`src/rtl/clkdiv_multi_pkg.sv`:
```
// Shared constants, types and helpers for the multi-channel clock divider.
package clkdiv_pkg;

    localparam int DEF_CHANNELS = 4;
    localparam int DEF_WIDTH    = 8;

    typedef logic [DEF_WIDTH-1:0] div_t;

    // Width of a channel index; never narrower than one bit.
    function automatic int ch_idx_w(input int n);
        if (n <= 1) begin
            return 1;
        end else begin
            return $clog2(n);
        end
    endfunction

endpackage

```
`src/rtl/clkdiv_multi_if.sv`:
```
// Configuration and status bundle between the controller and the divider block.
interface clkdiv_multi_if
    import clkdiv_pkg::*;
#(
    parameter int CHANNELS = DEF_CHANNELS,
    parameter int WIDTH    = DEF_WIDTH
);

    localparam int CH_W = ch_idx_w(CHANNELS);

    logic                cfg_we;
    logic [CH_W-1:0]     cfg_ch;
    logic [WIDTH-1:0]    cfg_div;
    logic [CHANNELS-1:0] clk_out;
    logic [CHANNELS-1:0] tick;
    logic [CHANNELS-1:0] active;
    logic [CHANNELS-1:0] pending;

    modport master (
        output cfg_we, cfg_ch, cfg_div,
        input  clk_out, tick, active, pending
    );

    modport slave (
        input  cfg_we, cfg_ch, cfg_div,
        output clk_out, tick, active, pending
    );

endinterface

```
`src/rtl/clkdiv_multi_channel.sv`:
```
// One divider channel: shadow/active ratio, period-boundary apply, counter, toggle and tick.
module clkdiv_channel
    import clkdiv_pkg::*;
#(
    parameter int WIDTH = DEF_WIDTH
) (
    input  logic             clk,
    input  logic             rst,
    input  logic             en,
    input  logic             sync,
    input  logic             wr_en,
    input  logic [WIDTH-1:0] wr_div,
    output logic             clk_out,
    output logic             tick,
    output logic             active,
    output logic             pending
);

    localparam logic [WIDTH-1:0] ZERO = {WIDTH{1'b0}};
    localparam logic [WIDTH-1:0] ONE  = {{(WIDTH-1){1'b0}}, 1'b1};

    logic [WIDTH-1:0] act_d_r;
    logic [WIDTH-1:0] shd_d_r;
    logic             pend_r;
    logic [WIDTH-1:0] cnt_r;
    logic             out_r;
    logic             tick_r;
    logic             active_r;

    logic [WIDTH-1:0] shd_nxt_s;
    logic             pend_in_s;
    logic             terminal_s;
    logic             period_end_s;
    logic             apply_s;
    logic [WIDTH-1:0] act_nxt_s;
    logic             pend_nxt_s;
    logic [WIDTH-1:0] cnt_nxt_s;
    logic             out_nxt_s;
    logic             tick_nxt_s;

    // Next-state logic; a write on the apply edge is forwarded straight into act_d.
    always_comb begin
        shd_nxt_s    = wr_en ? wr_div : shd_d_r;
        pend_in_s    = wr_en | pend_r;
        terminal_s   = (act_d_r != ZERO) && (cnt_r == (act_d_r - ONE));
        // Only a falling toggle ends a period, so applies never cut a high phase short.
        period_end_s = en && terminal_s && out_r;
        apply_s      = pend_in_s && (sync || (act_d_r == ZERO) || period_end_s);

        act_nxt_s  = act_d_r;
        pend_nxt_s = pend_in_s;
        cnt_nxt_s  = cnt_r;
        out_nxt_s  = out_r;
        tick_nxt_s = 1'b0;

        if (apply_s) begin
            act_nxt_s  = shd_nxt_s;
            pend_nxt_s = 1'b0;
            cnt_nxt_s  = ZERO;
            out_nxt_s  = 1'b0;
        end else if (sync) begin
            cnt_nxt_s = ZERO;
            out_nxt_s = 1'b0;
        end else if (act_d_r == ZERO) begin
            cnt_nxt_s = ZERO;
            out_nxt_s = 1'b0;
        end else if (!en) begin
            cnt_nxt_s = cnt_r;
            out_nxt_s = out_r;
        end else if (terminal_s) begin
            cnt_nxt_s  = ZERO;
            out_nxt_s  = ~out_r;
            tick_nxt_s = ~out_r;
        end else begin
            cnt_nxt_s = cnt_r + ONE;
        end
    end

    // Channel state registers.
    always_ff @(posedge clk) begin
        if (rst) begin
            act_d_r  <= ZERO;
            shd_d_r  <= ZERO;
            pend_r   <= 1'b0;
            cnt_r    <= ZERO;
            out_r    <= 1'b0;
            tick_r   <= 1'b0;
            active_r <= 1'b0;
        end else begin
            act_d_r  <= act_nxt_s;
            shd_d_r  <= shd_nxt_s;
            pend_r   <= pend_nxt_s;
            cnt_r    <= cnt_nxt_s;
            out_r    <= out_nxt_s;
            tick_r   <= tick_nxt_s;
            active_r <= (act_nxt_s != ZERO);
        end
    end

    assign clk_out = out_r;
    assign tick    = tick_r;
    assign active  = active_r;
    assign pending = pend_r;

endmodule

```
`src/rtl/clkdiv_multi.sv`:
```
// Multi-channel programmable clock divider: config write decode plus per-channel dividers.
module clkdiv_multi
    import clkdiv_pkg::*;
#(
    parameter int CHANNELS = DEF_CHANNELS,
    parameter int WIDTH    = DEF_WIDTH
) (
    input  logic           clk,
    input  logic           rst,
    input  logic           en,
    input  logic           sync,
    clkdiv_multi_if.slave  bus
);

    localparam int CH_W = ch_idx_w(CHANNELS);

    wire [CHANNELS-1:0] clk_out_s;
    wire [CHANNELS-1:0] tick_s;
    wire [CHANNELS-1:0] active_s;
    wire [CHANNELS-1:0] pending_s;

    // Indices at or beyond CHANNELS match no channel, so such writes are dropped.
    for (genvar i = 0; i < CHANNELS; i++) begin : g_ch
        wire wr_en_s = bus.cfg_we && (bus.cfg_ch == CH_W'(i));

        clkdiv_channel #(
            .WIDTH (WIDTH)
        ) u_ch (
            .clk     (clk),
            .rst     (rst),
            .en      (en),
            .sync    (sync),
            .wr_en   (wr_en_s),
            .wr_div  (bus.cfg_div),
            .clk_out (clk_out_s[i]),
            .tick    (tick_s[i]),
            .active  (active_s[i]),
            .pending (pending_s[i])
        );
    end

    assign bus.clk_out = clk_out_s;
    assign bus.tick    = tick_s;
    assign bus.active  = active_s;
    assign bus.pending = pending_s;

endmodule

```
`src/flat_wrapper.sv`:
```
// flat-port wrapper written by rule: the top's interface ports become plain ports
module clkdiv_multi_flat import clkdiv_pkg::*;
#(
    parameter int CHANNELS = DEF_CHANNELS,
    parameter int WIDTH    = DEF_WIDTH
)
  (clk, rst, en, sync, bus_cfg_we, bus_cfg_ch, bus_cfg_div, bus_clk_out, bus_tick, bus_active, bus_pending);
  clkdiv_multi_if #(.CHANNELS(CHANNELS), .WIDTH(WIDTH)) bus_i ();
  input  logic clk;
  input  logic rst;
  input  logic en;
  input  logic sync;
  input wire logic [$bits(bus_i.cfg_we)-1:0] bus_cfg_we;
  input wire logic [$bits(bus_i.cfg_ch)-1:0] bus_cfg_ch;
  input wire logic [$bits(bus_i.cfg_div)-1:0] bus_cfg_div;
  output wire logic [$bits(bus_i.clk_out)-1:0] bus_clk_out;
  output wire logic [$bits(bus_i.tick)-1:0] bus_tick;
  output wire logic [$bits(bus_i.active)-1:0] bus_active;
  output wire logic [$bits(bus_i.pending)-1:0] bus_pending;
  assign bus_i.cfg_we = bus_cfg_we;
  assign bus_i.cfg_ch = bus_cfg_ch;
  assign bus_i.cfg_div = bus_cfg_div;
  assign bus_clk_out = bus_i.clk_out;
  assign bus_tick = bus_i.tick;
  assign bus_active = bus_i.active;
  assign bus_pending = bus_i.pending;
  clkdiv_multi #(.CHANNELS(CHANNELS), .WIDTH(WIDTH)) u_core (.clk(clk), .rst(rst), .en(en), .sync(sync), .bus(bus_i));
endmodule
```
`config.mk`:
```
export PLATFORM = sky130hd
export DESIGN_NAME = clkdiv_multi_flat
export DESIGN_NICKNAME = d
export VERILOG_FILES = /design/src/rtl/clkdiv_multi_pkg.sv /design/src/rtl/clkdiv_multi_if.sv /design/src/rtl/clkdiv_multi_channel.sv /design/src/rtl/clkdiv_multi.sv /design/src/flat_wrapper.sv
export SDC_FILE = /design/constraint.sdc
export NUM_CORES = 1
export LEC_CHECK = 0
export ABC_AREA = 1
export CORE_UTILIZATION = 54
export CTS_CLUSTER_DIAMETER = 150
export DETAILED_ROUTE_END_ITERATION = 10
export GPL_TIMING_DRIVEN = 0
export HOLD_SLACK_MARGIN = 0.02
export PLACE_DENSITY_LB_ADDON = 0.08
export SYNTH_ARGS = -nofsm -noshare
export SYNTH_HDL_FRONTEND = slang
export SYNTH_SLANG_ARGS = --single-unit
```
`constraint.sdc`:
```
create_clock -name clk -period 1.95 [get_ports clk]
set_input_delay 0.195 -clock clk [delete_from_list [all_inputs] [get_ports clk]]
set_output_delay 0.195 -clock clk [all_outputs]
set_load 0.005 [all_outputs]
```
**After elaboration in Yosys (flattened, before gate mapping)**

Index checks and enable logic that the tools add are counted.

- Equality and inequality tests: 7
- $add $sub $neg: 8
- Muxes and demuxes: 12
- Reductions and logical operators: 57
- Bitwise logic cells: 13

Operators with widths:

| cell | number |
|---|---|
| 8-bit two-way mux | 12 |
| 8-bit nonzero test | 8 |
| 8-bit by 1-bit adder with 8-bit output (second input constant) | 4 |
| 8-bit == test | 4 |
| 8-bit logical NOT | 4 |
| 8-bit by 1-bit subtractor with 8-bit output (second input constant) | 4 |
| 6-bit OR reduction | 4 |
| 1-bit logical AND | 20 |
| 4-bit OR reduction | 4 |
| 1-bit NOT | 9 |
| 1-bit logical OR | 8 |
| 2-bit AND reduction | 4 |
| 2-bit OR reduction | 4 |
| 2-bit == test (second input constant) | 2 |
| 1-bit OR | 4 |
| 2-bit by 1-bit == test with 1-bit output (second input constant) | 1 |
| 2-bit logical NOT | 1 |

- Output and inout bits: 16
- Input bits: 15
- Bits in registers: 112

**Logic depth before layout (Yosys ltp)**

Gate-level depths: netlist (run 1).

- Depth in word-level cells: 9
- Gate-level depth with buffers: 19
- Depth with buffers taken out: 19

**Hierarchy**

Synthesis (run 1) repeated with hierarchy kept, for this count alone.

- Cells, all modules: 871
- Area total of the unflattened synthesis: 5,898.2 um^2

By module, submodules not included:

| module | times used | seq. area each (um^2) | area each (um^2) | cells each |
|---|---|---|---|---|
| clkdiv_channel (u_core.g_ch[1].u_ch ...) | 2 | 560.5 | 1,470.2 | 216 |
| clkdiv_channel (u_core.g_ch[3].u_ch) | 1 | 560.5 | 1,471.4 | 217 |
| clkdiv_channel (u_core.g_ch[0].u_ch) | 1 | 560.5 | 1,456.4 | 214 |
| clkdiv_multi | 1 | 0.0 | 30.0 | 8 |

**Worst setup path after synthesis (run 1)**

No wires, ideal clock.

- Path kind: reg2reg
- Start point: register u_core.g_ch[3].u_ch.act_d_r[0]
- End point: register u_core.g_ch[3].u_ch.active_r
- Arrival: 1.915 ns
- Clock period less this slack: 2.047 ns
- Path buffers: 0
- Stages on the path, launching flop included: 18
- Setup slack: -0.097 ns
- Cells stage by stage: dfxtp_1 -> inv_1 -> ha_1 -> or2_1 -> nand3b_1 -> nand2_1 -> nor2_1 -> nand3_1 -> nor2_2 -> nand3_2 -> nand2_4 -> nand2_4 -> nand2_1 -> nand2_1 -> inv_1 -> nand2_1 -> nor2_1 -> a21oi_1

- Word-level cells in the longest chain between the ends: 9

RTL lines:

| what | RTL line | RTL |
|---|---|---|
| from (decl) | clkdiv_multi_channel.sv:22 | `logic [WIDTH-1:0] act_d_r;` |
| from (signal assigned) | clkdiv_multi_channel.sv:90 | `act_d_r <= act_nxt_s;` |
| 8-bit by 1-bit subtractor with 8-bit output | clkdiv_multi_channel.sv:45 | `terminal_s = (act_d_r != ZERO) && (cnt_r == (act_d_r - ONE));` |
| 8-bit == test | clkdiv_multi_channel.sv:45 |  |
| 1-bit logical AND | clkdiv_multi_channel.sv:45 |  |
| 1-bit logical AND (2 in a row) | clkdiv_multi_channel.sv:47 | `period_end_s = en && terminal_s && out_r;` |
| 1-bit logical OR | clkdiv_multi_channel.sv:48 | `apply_s = pend_in_s && (sync \|\| (act_d_r == ZERO) \|\| period_end_s);` |
| 1-bit logical AND | clkdiv_multi_channel.sv:48 |  |
| 8-bit two-way mux (*) | clkdiv_multi_channel.sv:56 | `if (apply_s) begin` |
| 8-bit nonzero test (*) | clkdiv_multi_channel.sv:96 | `active_r <= (act_nxt_s != ZERO);` |
| to (signal assigned) | clkdiv_multi_channel.sv:96 |  |
| to (decl) | clkdiv_multi_channel.sv:28 | `logic active_r;` |

Mark *: on every way between the ends. The rest lies on a longest branch, timed or not.
A chain may end at the register's enable or synchronous reset.

**Final worst setup path (run 1)**

- Start point: register u_core.g_ch[1].u_ch.act_d_r[1]
- End point: register u_core.g_ch[1].u_ch.active_r

- Word-level cells in the longest chain between the ends: 9

RTL lines:

| what | RTL line |
|---|---|
| from (decl) | clkdiv_multi_channel.sv:22 |
| from (signal assigned) | clkdiv_multi_channel.sv:90 |
| 8-bit by 1-bit subtractor with 8-bit output | clkdiv_multi_channel.sv:45 |
| 8-bit == test | clkdiv_multi_channel.sv:45 |
| 1-bit logical AND | clkdiv_multi_channel.sv:45 |
| 1-bit logical AND (2 in a row) | clkdiv_multi_channel.sv:47 |
| 1-bit logical OR | clkdiv_multi_channel.sv:48 |
| 1-bit logical AND | clkdiv_multi_channel.sv:48 |
| 8-bit two-way mux (*) | clkdiv_multi_channel.sv:56 |
| 8-bit nonzero test (*) | clkdiv_multi_channel.sv:96 |
| to (signal assigned) | clkdiv_multi_channel.sv:96 |
| to (decl) | clkdiv_multi_channel.sv:28 |

Marked as above.

==> results of run 1 <==
## cell type report
| class | count | area [um^2] |
|---|---|---|
| Fill cell | 815 | 2690 |
| Tap cell | 136 | 170 |
| Multi-Input combinational cell | 626 | 3760 |
| Clock buffer | 11 | 151 |
| Clock inverter | 5 | 78.8 |
| Timing Repair Buffer | 82 | 754 |
| Buffer | 31 | 180 |
| Sequential cell | 112 | 2250 |
| Inverter | 110 | 428 |
## registers in the layout, indices dropped and copies added, names as in the netlist
signal,flops
u_core.g_ch.u_ch.act_d_r,32
u_core.g_ch.u_ch.cnt_r,32
u_core.g_ch.u_ch.shd_d_r,32
u_core.g_ch.u_ch.active,4
u_core.g_ch.u_ch.clk_out,4
u_core.g_ch.u_ch.pending,4
u_core.g_ch.u_ch.tick,4
## critical path, cell delays in order, from the launching register on
cell	delay [ns]
dfxtp_2	0.36
inv_2	0.06
ha_4	0.25
nand2_2	0.06
inv_2	0.03
nor2_2	0.09
nand2_1	0.07
nor2_2	0.13
nand2_2	0.08
nor2_4	0.15
nand4_4	0.17
o21bai_4	0.32
nand3_1	0.12
nand2_2	0.11
nand2_1	0.08
nor2_2	0.13
a21oi_1	0.07
## layout by cell type (no fill, tap or decap), types with 18 or more instances in the layout
cell	instances
clkdlybuf4s50_1	28
a21oi_1	18
nor2_1	115
inv_1	89
nand2_1	197
nor2_2	25
nand3_1	54
buf_4	52
mux2i_1	24
dfxtp_1	105
nand2_2	44
## Yosys cell counts, types with 10 or more instances
master    number  area share
dfxtp_1      112        0.38
nor3_1        19       0.016
mux2i_1       24       0.041
ha_1          12       0.025
xor2_1        16       0.024
buf_4         16       0.020
clkbuf_1      14      0.0089
inv_1        104       0.066
nor2_1       137       0.087
nand3_1       69       0.058
o21ai_0       12       0.010
nand2_1      246        0.16
xnor2_1       10       0.015
a21oi_1       24       0.020
## logic make-up after synthesis
| logic type | synth area share |
|---|---|
| AO/OA/AOI/OAI | 0.0366 |
| XOR/XNOR | 0.0413 |
| adder cells (fa/ha/maj) | 0.0254 |
| buffers and inverters | 0.100 |
| flip-flops | 0.380 |
| multiplexers | 0.0407 |
| AND/OR/NAND/NOR | 0.377 |
## metal layers
| metal | up-vias | part of all wire | GRT usage |
|---|---|---|---|
| met2 | 161 | 0.48 | 0.458 |
| met5 | - | 0 | 0 |
| li1 | 2911 | - | - |
| met3 | 39 | 0.055 | 0.0608 |
| met1 | 2758 | 0.44 | 0.348 |
| met4 | 0 | 0.029 | 0.106 |
## metrics by stage
stage,utilization,hold WS (ns)
after floorplan,-,0.358
after global placement,0.616,0.466
after detailed placement,0.616,0.469
after CTS,0.693,0.245
after global routing,0.743,0.331
final,0.743,0.255
## power by group
part | internal [mW] | switching [mW]
sequential | 2.39 | 0.0695
combinational | 0.715 | 1.02
clock | 0.792 | 0.805
## timing repair
item                                   CTS  global route
endpoints found under the hold margin    0             0
gates resized for setup                 75           107
buffers inserted                        34            25
cloned                                   5             2
setup endpoints to repair               77            80
pin swaps                               36            49
## worst paths after layout
kind / start / endpoint / slack, ns / depth (start not counted)
worst min register to register: u_core.g_ch[3].u_ch.shd_d_r[3] / u_core.g_ch[3].u_ch.shd_d_r[3] / 0.49 / 2
worst max-delay path: u_core.g_ch[1].u_ch.act_d_r[1] / u_core.g_ch[1].u_ch.active / -0.49 / 16
worst min-delay path: rst / u_core.g_ch[3].u_ch.clk_out / 0.26 / 2
worst max register to register: u_core.g_ch[1].u_ch.act_d_r[1] / u_core.g_ch[1].u_ch.active / -0.49 / 16
==> results.sh, run 1 <==
export IMPL_status="finished, violations left"
export IMPL_failed_checks="setup timing"
export IMPL_post_route_period_util=1.25
export IMPL_first_pass_iters=5
export IMPL_grt_pass1_wl_um=24800
export IMPL_end_kind="register"
export IMPL_synth_seq_area_share=0.380
export IMPL_drive_above_1_share=0.266
export IMPL_clkTransAtPathRegs_ns=0.11
export IMPL_hold_buffers=0
export IMPL_slew_limit_headroom=0.293
export IMPL_grt_max_degree=18
export IMPL_cts_buffer_depth=2
export IMPL_drv_cap=0
export IMPL_synth_edff_count=0
export IMPL_synth_cell_area_mm2=0.00591
export IMPL_worstPathRequired_ns=2.20
export IMPL_path_class="register to register"
export IMPL_crit_fanout=6
export IMPL_place_area_mm2=0.00645
export IMPL_h_tree_depth=3
export IMPL_core_mm2=0.0105
export IMPL_setup_slack_ns=-0.494
export IMPL_vias_per_cell=5.27
export IMPL_fp_dieH_um=107
export IMPL_clk_latency_ns=0.40
export IMPL_route_detailed_drc=0
export IMPL_ir_drop_mv=0.563
export IMPL_synth_warning_count=0
export IMPL_synthDistinctLibCells=35
export IMPL_dieArea_mm2=0.0114
export IMPL_slew_violations=0
export IMPL_wl_per_cell_um=14.3
export IMPL_cts_sinks=112
export IMPL_avgSynthCellArea_um2=6.78
export IMPL_postRouteAntennaNets=0
export IMPL_fmax_mhz=409
export IMPL_rsz0062_at_grt="yes"
export IMPL_dp_hpwl_um=10200
export IMPL_p_per_area_mw_per_mm2=745
export IMPL_cts_buffers=9
export IMPL_ys_ff_latch=112
export IMPL_syn_nets=899
export IMPL_finalClockSkew_ns=0.0154
export IMPL_leakage_nw=3.52
export IMPL_dpl_cell_count=1037
export IMPL_min_period_ns=2.44
export IMPL_critPathLaunchType="register"
export IMPL_die_w_um=107
export IMPL_io_pins=31
export IMPL_antenna_found_initial=0
export IMPL_setup_tns_ns=-20.88
export IMPL_synth_ff_type="dfxtp_1"
export IMPL_hold_viol=0
export IMPL_crit_arrival_ns=2.69
export IMPL_worst_slew_pin_transition_ns=1.06
export IMPL_place_congestion=0.908
export IMPL_grt_pass1_vias=5417
export IMPL_syn_to_final_growth_pct=31.5
export IMPL_rows=37
export IMPL_cts_tree="yes"
export IMPL_stdcell_area_mm2=0.00777
export IMPL_fin_cells=1113
export IMPL_grt_usage=0.276
export IMPL_layout_nets=999
export IMPL_drt_initial_drc_count=303
export IMPL_start_util=0.565
export IMPL_cts_root_buf="clkbuf_8"
export IMPL_holdCritPathClass="input port to register"
export IMPL_total_power_mw=5.79
export IMPL_routed_wl_um=16000
export IMPL_synthCells=872
export IMPL_ys_async_sr_fraction=0
export IMPL_setup_violations=79
export IMPL_gr_total_overflow=0
export IMPL_dp_slack_ns=-0.811
export IMPL_num_vias=5869
export IMPL_port_buffer_count=29
export IMPL_insertedDiodeCount=0
Note: power is estimated with default switching activity, not from simulation.
==> run 2, diff against run 1 <==
- CTS_CLUSTER_SIZE: unset -> 16
==> results of run 2 <==
No change in the layout: final DEF, timing and power equal those of run 1.
